`src/rtl/riscv_pipe_pkg.sv`:
```
// Shared pipeline-register definitions for the three-stage core: elastic stage
// state encoding and payload layouts used to build NOP bubbles.
package riscv_pipe_pkg;

  // Encoding equals the number of entries held, so it doubles as occupancy.
  typedef enum logic [1:0] {
    ST_EMPTY = 2'd0,
    ST_ONE   = 2'd1,
    ST_TWO   = 2'd2
  } state_e;

  localparam logic [31:0] NOP_INSTR = 32'h0000_0013;

  // IF->EXE bundle: {pc, instr}
  localparam int IFEX_INSTR_LSB = 0;
  localparam int IFEX_PC_LSB    = 32;
  localparam int IFEX_W         = 64;

  // EXE->MWB bundle: {ctrl, pc, instr}
  localparam int EXMWB_INSTR_LSB = 0;
  localparam int EXMWB_PC_LSB    = 32;
  localparam int EXMWB_CTRL_LSB  = 64;
  localparam int EXMWB_W         = 96;

  localparam logic [IFEX_W-1:0]  IFEX_BUBBLE  = {32'h0, NOP_INSTR};
  localparam logic [EXMWB_W-1:0] EXMWB_BUBBLE = {32'h0, 32'h0, NOP_INSTR};

endpackage

```
`src/rtl/pipe_stage_reg_sat_counter.sv`:
```
// Saturating event counter; clr wins over inc, sticks at all-ones.
// One-cycle update latency, no backpressure.
module sat_counter #(
  parameter int CNT_W = 32
) (
  input  logic             clk,
  input  logic             rst,
  input  logic             clr,
  input  logic             inc,
  output logic [CNT_W-1:0] count
);

  logic [CNT_W-1:0] r_count;

  always_ff @(posedge clk) begin
    if (rst || clr) begin
      r_count <= '0;
    end else if (inc && (r_count != {CNT_W{1'b1}})) begin
      r_count <= r_count + CNT_W'(1);
    end
  end

  assign count = r_count;

endmodule

```
`src/rtl/pipe_stage_reg.sv`:
```
// Elastic two-entry pipeline register: 1-cycle latency, full throughput; in_ready
// is registered (skid entry absorbs the cycle downstream stalls), flush inserts a bubble.
module pipe_stage_reg
  import riscv_pipe_pkg::*;
#(
  parameter int                   PAYLOAD_W    = 96,
  parameter logic [PAYLOAD_W-1:0] BUBBLE_VALUE = '0,
  parameter int                   CNT_W        = 32
) (
  input  logic                 clk,
  input  logic                 rst,
  input  logic                 in_valid,
  input  logic [PAYLOAD_W-1:0] in_payload,
  output logic                 in_ready,
  output logic                 out_valid,
  output logic [PAYLOAD_W-1:0] out_payload,
  input  logic                 out_ready,
  input  logic                 flush,
  input  logic                 cnt_clr,
  output logic [1:0]           occupancy,
  output logic [CNT_W-1:0]     stall_cnt
);

  state_e               r_state, w_state_nxt;
  logic [PAYLOAD_W-1:0] r_main, w_main_nxt;
  logic [PAYLOAD_W-1:0] r_skid, w_skid_nxt;
  logic                 w_in_fire, w_out_fire;

  assign in_ready    = (r_state != ST_TWO);
  assign out_valid   = (r_state != ST_EMPTY);
  // r_main is reloaded with the bubble on every path into EMPTY.
  assign out_payload = r_main;
  assign occupancy   = r_state;

  assign w_in_fire  = in_valid & in_ready;
  assign w_out_fire = out_valid & out_ready;

  always_comb begin
    w_state_nxt = r_state;
    w_main_nxt  = r_main;
    w_skid_nxt  = r_skid;
    if (flush) begin
      w_state_nxt = ST_EMPTY;
      w_main_nxt  = BUBBLE_VALUE;
    end else begin
      unique case (r_state)
        ST_EMPTY: begin
          if (w_in_fire) begin
            w_state_nxt = ST_ONE;
            w_main_nxt  = in_payload;
          end
        end
        ST_ONE: begin
          if (w_in_fire && w_out_fire) begin
            w_main_nxt = in_payload;
          end else if (w_in_fire) begin
            w_state_nxt = ST_TWO;
            w_skid_nxt  = in_payload;
          end else if (w_out_fire) begin
            w_state_nxt = ST_EMPTY;
            w_main_nxt  = BUBBLE_VALUE;
          end
        end
        ST_TWO: begin
          if (w_out_fire) begin
            w_state_nxt = ST_ONE;
            w_main_nxt  = r_skid;
          end
        end
        default: begin
          w_state_nxt = ST_EMPTY;
          w_main_nxt  = BUBBLE_VALUE;
        end
      endcase
    end
  end

  always_ff @(posedge clk) begin
    if (rst) begin
      r_state <= ST_EMPTY;
      r_main  <= BUBBLE_VALUE;
      r_skid  <= BUBBLE_VALUE;
    end else begin
      r_state <= w_state_nxt;
      r_main  <= w_main_nxt;
      r_skid  <= w_skid_nxt;
    end
  end

  sat_counter #(
    .CNT_W(CNT_W)
  ) u_stall_cnt (
    .clk  (clk),
    .rst  (rst),
    .clr  (cnt_clr),
    .inc  (out_valid & ~out_ready),
    .count(stall_cnt)
  );

endmodule
```
`config.mk`:
```
export PLATFORM = sky130hd
export DESIGN_NAME = pipe_stage_reg
export DESIGN_NICKNAME = d
export VERILOG_FILES = /design/src/rtl/riscv_pipe_pkg.sv /design/src/rtl/pipe_stage_reg_sat_counter.sv /design/src/rtl/pipe_stage_reg.sv
export SDC_FILE = /design/constraint.sdc
export NUM_CORES = 1
export LEC_CHECK = 0
export ABC_AREA = 1
export BUFFER_PORTS_ARGS = -buffer_cell sky130_fd_sc_hd__buf_2
export CORE_UTILIZATION = 30
export DETAILED_ROUTE_END_ITERATION = 6
export GPL_TIMING_DRIVEN = 0
export MAX_ROUTING_LAYER = met4
export PLACE_DENSITY = 0.56
export SYNTH_ARGS = -nofsm -noshare
export SYNTH_HDL_FRONTEND = slang
export SYNTH_HIERARCHICAL = 1
export SYNTH_SLANG_ARGS = --single-unit
```
`constraint.sdc`:
```
create_clock -name clk -period 2.35 [get_ports clk]
set_input_delay 0.47 -clock clk [delete_from_list [all_inputs] [get_ports clk]]
set_output_delay 0.47 -clock clk [all_outputs]
set_load 0.02 [all_outputs]
```
Word level (Yosys, flattened, before mapping):

Index checks and enable logic that the tools add are counted.

* register bits after elaboration: 226
* input bits: 102
* output and inout port bits: 132
* logic and storage cells: 42

* add/subtract/negate cells: 1
* equal/unequal tests: 10
* mux-type cells: 12
* bitwise logic cells: 6
* reduce and logical (&&, ||, !) cells: 9

Operators by type and width (count)
* 2-to-1 mux 96 bit: 5
* one-hot mux 96 bit (3 select lines): 1
* adder 32 x 1 -> 32 bit, second input constant: 1
* != test 32 bit, second input constant: 1
* AND reduction 4 bit: 3
* 2-to-1 mux 2 bit: 5
* != test 3 bit, second input constant: 3
* != test 2 bit, second input constant: 4
* one-hot mux 2 bit (3 select lines): 1
* AND 1 bit: 3
* NOT 1 bit: 3
* equality test 2 x 1 -> 1 bit, second input constant: 1
* equality test 2 bit, second input constant: 1
* logical AND 1 bit: 2
* zero test 2 bit: 1
* nonzero test 2 bit: 1
* OR reduction 2 bit: 1
* logical OR 1 bit: 1

Logic depth before layout (Yosys ltp):

Gate-level depths: netlist of the first run.

* word-level depth: 6
* gate-level depth with buffers: 13
* depth with buffers taken out: 12

Modules after synthesis:

Netlist of the first run, hierarchy kept.

By module, submodules not included
* pipe_stage_reg: instances 1, cells each 1283, area an instance 8514.4 µm², seq. area each 3883.7 µm²
* sat_counter: instances 1, cells each 328, area an instance 2028.2 µm², seq. area each 640.6 µm²

Least setup slack after synthesis of the first run:

OpenSTA, ideal clock, no wires.

* path type: register to register
* start: reg r_state[0] (netlist: occupancy[0])
* end: reg u_stall_cnt.r_count[25] (netlist: u_stall_cnt/count[25])
* library setup time: 0.115 ns
* data arrival time: 1.878 ns
* data required time: 2.235 ns
* setup slack: 0.357 ns
* cell stages (with the launch flop): 13
* buffers on the path: 1
* period minus slack after synthesis: 1.993 ns
* cells stage by stage: dfxtp_1 -> nor2_1 -> clkbuf_1 -> nor2_1 -> inv_2 -> nor2_1 -> nand2_1 -> inv_1 -> nand2_1 -> nor2_1 -> nand3_2 -> nand2_1 -> nor2_1

* cells in the longest elaborated chain, start to end: 3

Ends and longest elaborated chain
* start, declared: line pipe_stage_reg.sv:24 `state_e r_state, w_state_nxt;`
* start signal, assigned: line pipe_stage_reg.sv:84 `r_state <= w_state_nxt;`
* nonzero test 2 bit: line pipe_stage_reg.sv:30 `assign out_valid = (r_state != ST_EMPTY);`
* AND 1 bit: line pipe_stage_reg.sv:96 `.inc (out_valid & ~out_ready),`
* logical AND 1 bit: line pipe_stage_reg_sat_counter.sv:18 `end else if (inc && (r_count != {CNT_W{1'b1}})) begin`
* end signal, assigned: line pipe_stage_reg_sat_counter.sv:19 `r_count <= r_count + CNT_W'(1);`
* end, declared: line pipe_stage_reg_sat_counter.sv:13 `logic [CNT_W-1:0] r_count;`

No other way between the ends.
A chain may end at the register's enable or synchronous reset.

Worst setup path in the final report of the first run:

* start: reg r_state[1] (netlist: occupancy[1])
* end: out in_ready

* cells in the longest elaborated chain, start to end: 1

Ends and longest elaborated chain
* != test 2 bit: line pipe_stage_reg.sv:29 `assign in_ready = (r_state != ST_TWO);`
* end, declared: line pipe_stage_reg.sv:14 `output logic in_ready,`

No other way between the ends.

==> results of run 1 <==
==> timing repair <==
item / in CTS / in global routing
endpoints found under the setup margin: 130 / 51
gates resized for setup: 9 / 7
hold buffers: 0 / 0
cloned: 0 / 0
hold endpoints to repair: 0 / 0
==> synthesized netlist by cell type, drive strengths merged <==
cell type  count  area share, %
nand3b         2           0.14
inv           38            1.4
nand3        237             12
nand4          3           0.18
buf           40            2.2
ha             1           0.12
nand2        677             24
nor3           8           0.38
clkbuf        69            2.5
a21oi        219             10
a31oi          2           0.12
xor2           2           0.17
dfxtp        226             43
o21ai          1          0.047
nor2          86            3.5
==> layout make-up <==
type | count | share of cell area, %
clock inverter | 6 | 0.361
sequential | 226 | 34.3
tap | 455 | 4.32
timing repair buffer | 233 | 8.84
inverter | 38 | 1.08
clock buffer | 41 | 6.05
multi-input combinational | 1238 | 41.1
antenna | 8 | 0.152
buffer | 108 | 3.75
==> worst max-delay path, cell delays in order, from the launching register on <==
cell     delay [ps]
dfxtp_1         440
inv_2            90
nor2_4          260
buf_6           240
inv_1            60
buf_2           160
==> cells by family (layout without fill, tap and decap cells) <==
group | after synthesis | after routing | synth area share, %
compound gates | 222 | 222 | 10.6
fa+ha+maj | 1 | 1 | 0.119
flops | 226 | 226 | 42.9
buf+inv | 147 | 426 | 5.97
other cells | 0 | 8 | 0
simple gates | 1013 | 1013 | 40.3
xor+xnor | 2 | 2 | 0.166
==> metal layers <==
metal,global-route usage [%],wire length (µm),up-vias
met1,25.9,16200,5290
li1,-,-,5759
met2,30.1,15700,322
met5,-,0,-
met4,5.92,836,0
met3,3.73,2380,63
==> flip-flops by register name, indices dropped and copies added, names as in the netlist <==
signal / count
out_payload: 96
r_skid: 96
u_stall_cnt/count: 32
occupancy: 2
==> stage by stage <==
step,setup TNS [ps],utilization [%],instance area [µm²],power [mW],hold WS (ps)
after floorplan,0,-,10500,4.54,441
after global placement,-31140,35.5,12300,4.91,448
after detailed placement,-37670,35.5,12300,4.92,452
after CTS,0,38.1,13100,8.99,156
after global routing,-1360,38.2,13200,9.25,173
final,0,38.2,13200,8.89,184
==> final timing paths <==
path | endpoint | slack (ps) | cells past startpoint
setup reg to reg | out_payload[57]$_SDFFE_PP0P_ | 110 | 9
setup / recovery | in_ready | 70 | 5
hold / removal | r_skid[62]$_SDFFE_PP0P_ | 180 | 3
hold reg to reg | r_skid[57]$_SDFFE_PP0P_ | 460 | 2
==> where the power goes <==
| group | leakage, nW | total [mW] | switching (mW) | internal [mW] |
|---|---|---|---|---|
| Sequential | 1.83 | 3.95 | 0.0408 | 3.91 |
| Clock | 0.417 | 4.05 | 1.72 | 2.33 |
| Combinational | 3.16 | 0.883 | 0.601 | 0.282 |
==> layout by cell type, fill, tap and decap left out, types with 2 or more instances in the layout <==
cell and count:
inv_1 28, nand4_1 3, buf_4 2, nand3b_1 2
buf_2 264, nand2_1 672, nor2_2 7, dfxtp_1 225
nand3_2 8, a31oi_1 2, nand3_1 228, a21oi_1 219
clkbuf_1 74, nand2_2 4, nor2_4 6, nor2_1 72
clkbuf_16 27, buf_6 5, xor2_1 2, clkinv_2 4
inv_2 10, diode_2 8, nor3_1 7, clkbuf_8 7
==> results.tsv, run 1 <==
stage	metric	value	unit
cts	CTS clock-pin slew for the worst setup and hold paths	60	ps
run_status	status	finished clean	
worst_hold_path	worst hold-check path type	input pin to flip-flop	
critical_path	reg2reg start	occupancy[0]$_SDFFE_PP0P_	
power_and_ir_drop	LEAKAGE	5.41	nW
die	Rows	68	
sta	highest clock rate	438	MHz
critical_path	Req. time, crit path	1880	ps
synthesis	synthesized instance count	1611	
synthesis	Netlist cell types	26	
power_and_ir_drop	PwrDens	674	nW/µm²
layout	post-route insts no fill	2353	
die	num ports	234	
sta	Clock Skew	17.1	ps
job	max_cap viols	0	
place	Placement Setup Slack	-466	ps
global_routing	first-pass GRT wire length	55.4	mm
critical_path	Worst setup SP type	flip-flop	
critical_path	CP startpoint	occupancy[1]$_SDFFE_PP0P_	
drt	drt drc	0	
global_routing	pin count of the biggest net entering global routing	20	
sta	final setup margin	67.8	ps
drt	ANT nets after route	0	
critical_path	Arr. time, crit path	1810	ps
drt	DR iter-0 viols	658	
die	Die Y	189	µm
layout	FF/Latch Area	4530	µm²
cts	TritonCTS clock tree	built	
critical_path	Crit Path Class	flip-flop to primary output	
place	Final GP Congestion	0.874	
worst_hold_path	hold path startpoint	in_payload[62]	
global_routing	GR Overflow Total	0	
layout	area grow syn2layout	25.1	%
cts	Clock Latency Late Sink	560	ps
sta	final hold vios	0	
drt	Vias/cell	4.86	
sta	number of setup violations in the final report	0	
global_routing	vias in the first global route	10404	
cts	CTS H-tree lvls	1	
layout	Multi-input gate area	5420	µm²
die	Die X	189	µm
synthesis	Seq cells post-synth	226	
place	number of port buffers	233	
synthesis	syn_nets	1714	
layout	# nets final	1975	
drt	Routed wire per std cell	14.9	µm
die	Die Area	35900	µm²
sta	Worst-Margin Slew	877	ps
drt	Detailed Route WL	35.1	mm
layout	layout cells sized above 1	18.7	%
sta	final critical-path share of the clock period	97.1	%
die	Core Region	34500	µm²
sta	RSZ-0062 raised after global routing	true	
synthesis	YS warnings	6	
cts	setup bufs post-CTS	0	
place	Detailed Place HPWL	25.3	mm
drt	drt pass-1 iters	5	
global_routing	initial antenna violation count	8	
die	Initial Util	30.5	%
cts	Clock Sinks	226	
sta	fin. max-slew vios	0	
place	dpl cells	2299	
sta	clock period minus worst slack	2280	ps
critical_path	Worst setup EP type	primary output	
critical_path	Critical Path Fanout Max	19	
synthesis	post-synthesis sequential area ratio	42.9	%
cts	Inserted Clock Buffers	27	
synthesis	syn avg cell area	6.54	µm²
sta	Rel. slew slack	41.3	%
drt	Via Count	11434	
power_and_ir_drop	maximum vdd drop	0.508	mV
cts	Root Driver	clkbuf_16	
global_routing	gr usage total	19.6	%
layout	FILL cells	3801	
synthesis	Mapped Area	10500	µm²
cts	largest buffer count on any clock path	3	
Note: power is estimated with default switching activity, not from simulation.
==> inputs of run 2 (changes only) <==
ABC_AREA = not set   (was 1)
PLACE_DENSITY = 0.57   (was 0.56)
==> results.tsv, run 2 <==
stage	metric	value	unit	change
global_routing	initial antenna violation count	5		was 8
sta	Clock Skew	11.6	ps	was 17.1 ps
worst_hold_path	worst hold-check path type	input pin to flip-flop		unchanged
synthesis	Netlist cell types	49		was 26
cts	Clock Latency Late Sink	540	ps	was 560 ps
sta	fin. max-slew vios	0		unchanged
power_and_ir_drop	LEAKAGE	4.78	nW	was 5.41 nW
layout	post-route insts no fill	1790		was 2353
sta	final critical-path share of the clock period	94.5	%	was 97.1%
critical_path	Critical Path Fanout Max	10		was 19
drt	Via Count	8756		was 11434
cts	hold_buf cts	0		unchanged
layout	commonest non-fill, non-tap cells in the layout	buf_2 (255), dfxtp_1 (226), nand2b_1 (194), nand2_1 (110), mux2i_1 (97)		was nand2_1 (672), buf_2 (264), nand3_1 (228), dfxtp_1 (225), a21oi_1 (219)
place	Detailed Place HPWL	21.8	mm	was 25.3 mm
layout	area grow syn2layout	26.5	%	was 25.1%
cts	Clock Sinks	226		unchanged
drt	DR iter-0 viols	482		was 658
die	Core Region	32800	µm²	was 34500 µm²
die	num ports	234		unchanged
drt	Routed wire per std cell	17.0	µm	was 14.9 µm
layout	most common cell after layout, fill and taps aside	buf_2		was nand2_1
critical_path	Worst path max stage delay	450	ps	was 440 ps
synthesis	Post-synth top cells	dfxtp_1 (226), nand2b_1 (194), nand2_1 (110)		was nand2_1 (672), nand3_1 (228), dfxtp_1 (226)
cts	CTS clock-pin slew for the worst setup and hold paths	60	ps	about the same
place	dpl cells	1738		was 2299
die	Initial Util	30.7	%	was 30.5%
global_routing	gr usage total	17.9	%	was 19.6%
critical_path	Req. time, crit path	2740	ps	was 1880 ps
cts	Inserted Clock Buffers	27		unchanged
global_routing	pin count of the biggest net entering global routing	20		unchanged
synthesis	area share of the largest cell type after synthesis	44.9	%	was 42.9%
layout	layout cells sized above 1	26.3	%	was 18.7%
synthesis	syn avg cell area	9.48	µm²	was 6.54 µm²
synthesis	Seq cells post-synth	226		unchanged
sta	Setup TNS Final	0	ps	unchanged
job	max_cap viols	0		unchanged
die	Die X	185	µm	was 189 µm
synthesis	top-count cell post-synth	dfxtp_1		was nand2_1
synthesis	synthesized instance count	1063		was 1611
critical_path	Arr. time, crit path	2610	ps	was 1810 ps
drt	drt pass-1 iters	4		was 5
global_routing	GR Overflow Total	0		unchanged
critical_path	Crit Path Class	flip-flop to flip-flop		was flip-flop to primary output
synthesis	syn_nets	1166		was 1714
place	placed cell area	11800	µm²	was 12300 µm²
place	Final GP Congestion	0.824		was 0.874
cts	setup bufs post-CTS	0		unchanged
synthesis	YS warnings	6		unchanged
sta	RSZ-0062 raised after global routing	false		was true
cts	Root Driver	clkbuf_16		unchanged
drt	Detailed Route WL	30.5	mm	was 35.1 mm
drt	Vias/cell	4.89		was 4.86
cts	TritonCTS clock tree	built		unchanged
drt	ANT nets after route	0		unchanged
critical_path	CP max stage cell	dfxtp_1		unchanged
power_and_ir_drop	PwrDens	707	nW/µm²	was 674 nW/µm²
power_and_ir_drop	maximum vdd drop	0.467	mV	was 0.508 mV
global_routing	first-pass GRT wire length	47.3	mm	was 55.4 mm
cts	CTS H-tree lvls	1		unchanged
layout	# nets final	1425		was 1975
synthesis	synth top area cells	dfxtp_1 (45%), nand2b_1 (12%), mux2i_1 (9.6%)		was dfxtp_1 (43%), nand2_1 (24%), nand3_1 (11%)
die	Die Area	34300	µm²	was 35900 µm²
critical_path	Worst setup SP type	flip-flop		unchanged
sta	final hold vios	0		unchanged
place	number of port buffers	233		unchanged
global_routing	met1 Usage GRT	23.7	%	was 25.9%
sta	number of setup violations in the final report	0		unchanged
global_routing	GRT met3 Usage	4.01	%	was 3.73%
die	Rows	66		was 68
sta	Worst-Margin Slew	891	ps	was 877 ps
sta	Rel. slew slack	40.6	%	was 41.3%
cts	largest buffer count on any clock path	3		unchanged
global_routing	GRT Max-Usage Layer	met2		unchanged
critical_path	most frequent CP cell	buf_6		
sta	clock period minus worst slack	2220	ps	was 2280 ps
synthesis	Synth area leader	dfxtp_1		unchanged
die	Die Y	185	µm	was 189 µm
sta	hold_ws	166	ps	was 184 ps
global_routing	vias in the first global route	8489		was 10404
run_status	status	finished clean		unchanged
sta	highest clock rate	450	MHz	was 438 MHz
synthesis	ys async rst share	0	%	unchanged
synthesis	post-synthesis sequential area ratio	44.9	%	was 42.9%
synthesis	Mapped Area	10100	µm²	was 10500 µm²
drt	drt drc	0		unchanged
synthesis	number of synthesized flops with an enable pin	0		unchanged
synthesis	Synth Flop Type	dfxtp_1		unchanged
layout	post-route cell area	12700	µm²	was 13200 µm²
global_routing	Global Route met2 Usage	27.0	%	was 30.1%
critical_path	Worst setup EP type	flip-flop		was primary output
critical_path	CP Cell Sequence	ha_1 > and3_2 > nand4_2 > o31ai_4 > buf_6 > buf_6 > mux2i_1 > nor2_1		was inv_2 > nor2_4 > buf_6 > inv_1 > buf_2
[run 2: changes by cell type after synthesis, moves of 10 or more]
cell,previous run,this run
a21oi_1,219,24
a221o_1,0,96
clkbuf_1,69,49
inv_1,28,4
inv_2,10,0
mux2i_1,0,97
nand2_1,672,110
nand2b_1,0,194
nand3_1,228,11
nor2_1,75,4
nor3_1,8,96
or3_1,0,17
[run 2: worst max-delay path, delay by kind of cell, from the launching register on]
family / cells / cell delay [ps]
buf+inv: 2 / 350
flops: 1 / 450
fa+ha+maj: 1 / 240
simple gates: 3 / 440
compound gates: 1 / 430
mux: 1 / 180
[run 2: logic make-up (layout without fill, tap and decap cells)]
group	Yosys count	in the layout	share of synthesized area, %
adder cells (fa/ha/maj)	1	1	0.124
other	0	5	0
multiplexers	98	98	9.75
buffers and inverters	98	378	4.99
AND/OR/NAND/NOR	476	476	26.0
AO/OA/AOI/OAI	162	162	14.0
flip-flops	226	226	44.9
XOR/XNOR	2	2	0.174
[run 2: stage by stage]
step	setup slack (ps)	total power, mW	utilization (%)
global placement	-769	4.74	36.0
CTS	73.9	9.13	38.8
finish	128	9.01	38.9
floorplan	2.94	4.43	-
detailed placement	-772	4.75	36.0
global route	13.7	9.38	38.9
[run 2: path summary, 6_finish.rpt]
| path | slack, ps | startpoint | cells after the start | endpoint |
|---|---|---|---|---|
| max | 130 | u_stall_cnt/count[0]$_SDFFE_PP0P_ | 8 | u_stall_cnt/count[1]$_SDFFE_PP0P_ |
| min | 170 | in_payload[64] | 2 | out_payload[64]$_SDFFE_PP0P_ |
| max reg2reg | 130 | u_stall_cnt/count[0]$_SDFFE_PP0P_ | 8 | u_stall_cnt/count[1]$_SDFFE_PP0P_ |
| min reg2reg | 470 | r_skid[21]$_SDFFE_PP0P_ | 2 | r_skid[21]$_SDFFE_PP0P_ |
[run 2: layout make-up]
| class | instances | area, µm² |
|---|---|---|
| fillers | 3372 | 20000 |
| multi-input cells | 739 | 5060 |
| flip-flops and latches | 226 | 4520 |
| repair buffers | 233 | 1170 |
| clock buffers | 40 | 825 |
| well taps | 442 | 553 |
| plain buffers | 91 | 480 |
| clock inverters | 10 | 115 |
| inverters | 4 | 15.0 |
| diodes | 5 | 12.5 |
[run 2: report_power, final]
group	switching (mW)	leakage (nW)	internal, mW
Combinational	0.426	2.49	0.279
Clock	1.71	0.463	2.65
Sequential	0.0428	1.83	3.91
[run 2: what timing repair did]
| action | 4_1_cts | 5_1_grt |
|---|---|---|
| resized for setup | 1 | 3 |
| setup endpoints to repair | 9 | 14 |
| endpoints found under the hold margin | 0 | 0 |
[run 2: routing by layer]
metal  up-vias  wire, µm
li1       4348         -
met1      4148     14400
met2       222     13400
met3        38      2060
met4         0       671
met5         -         0
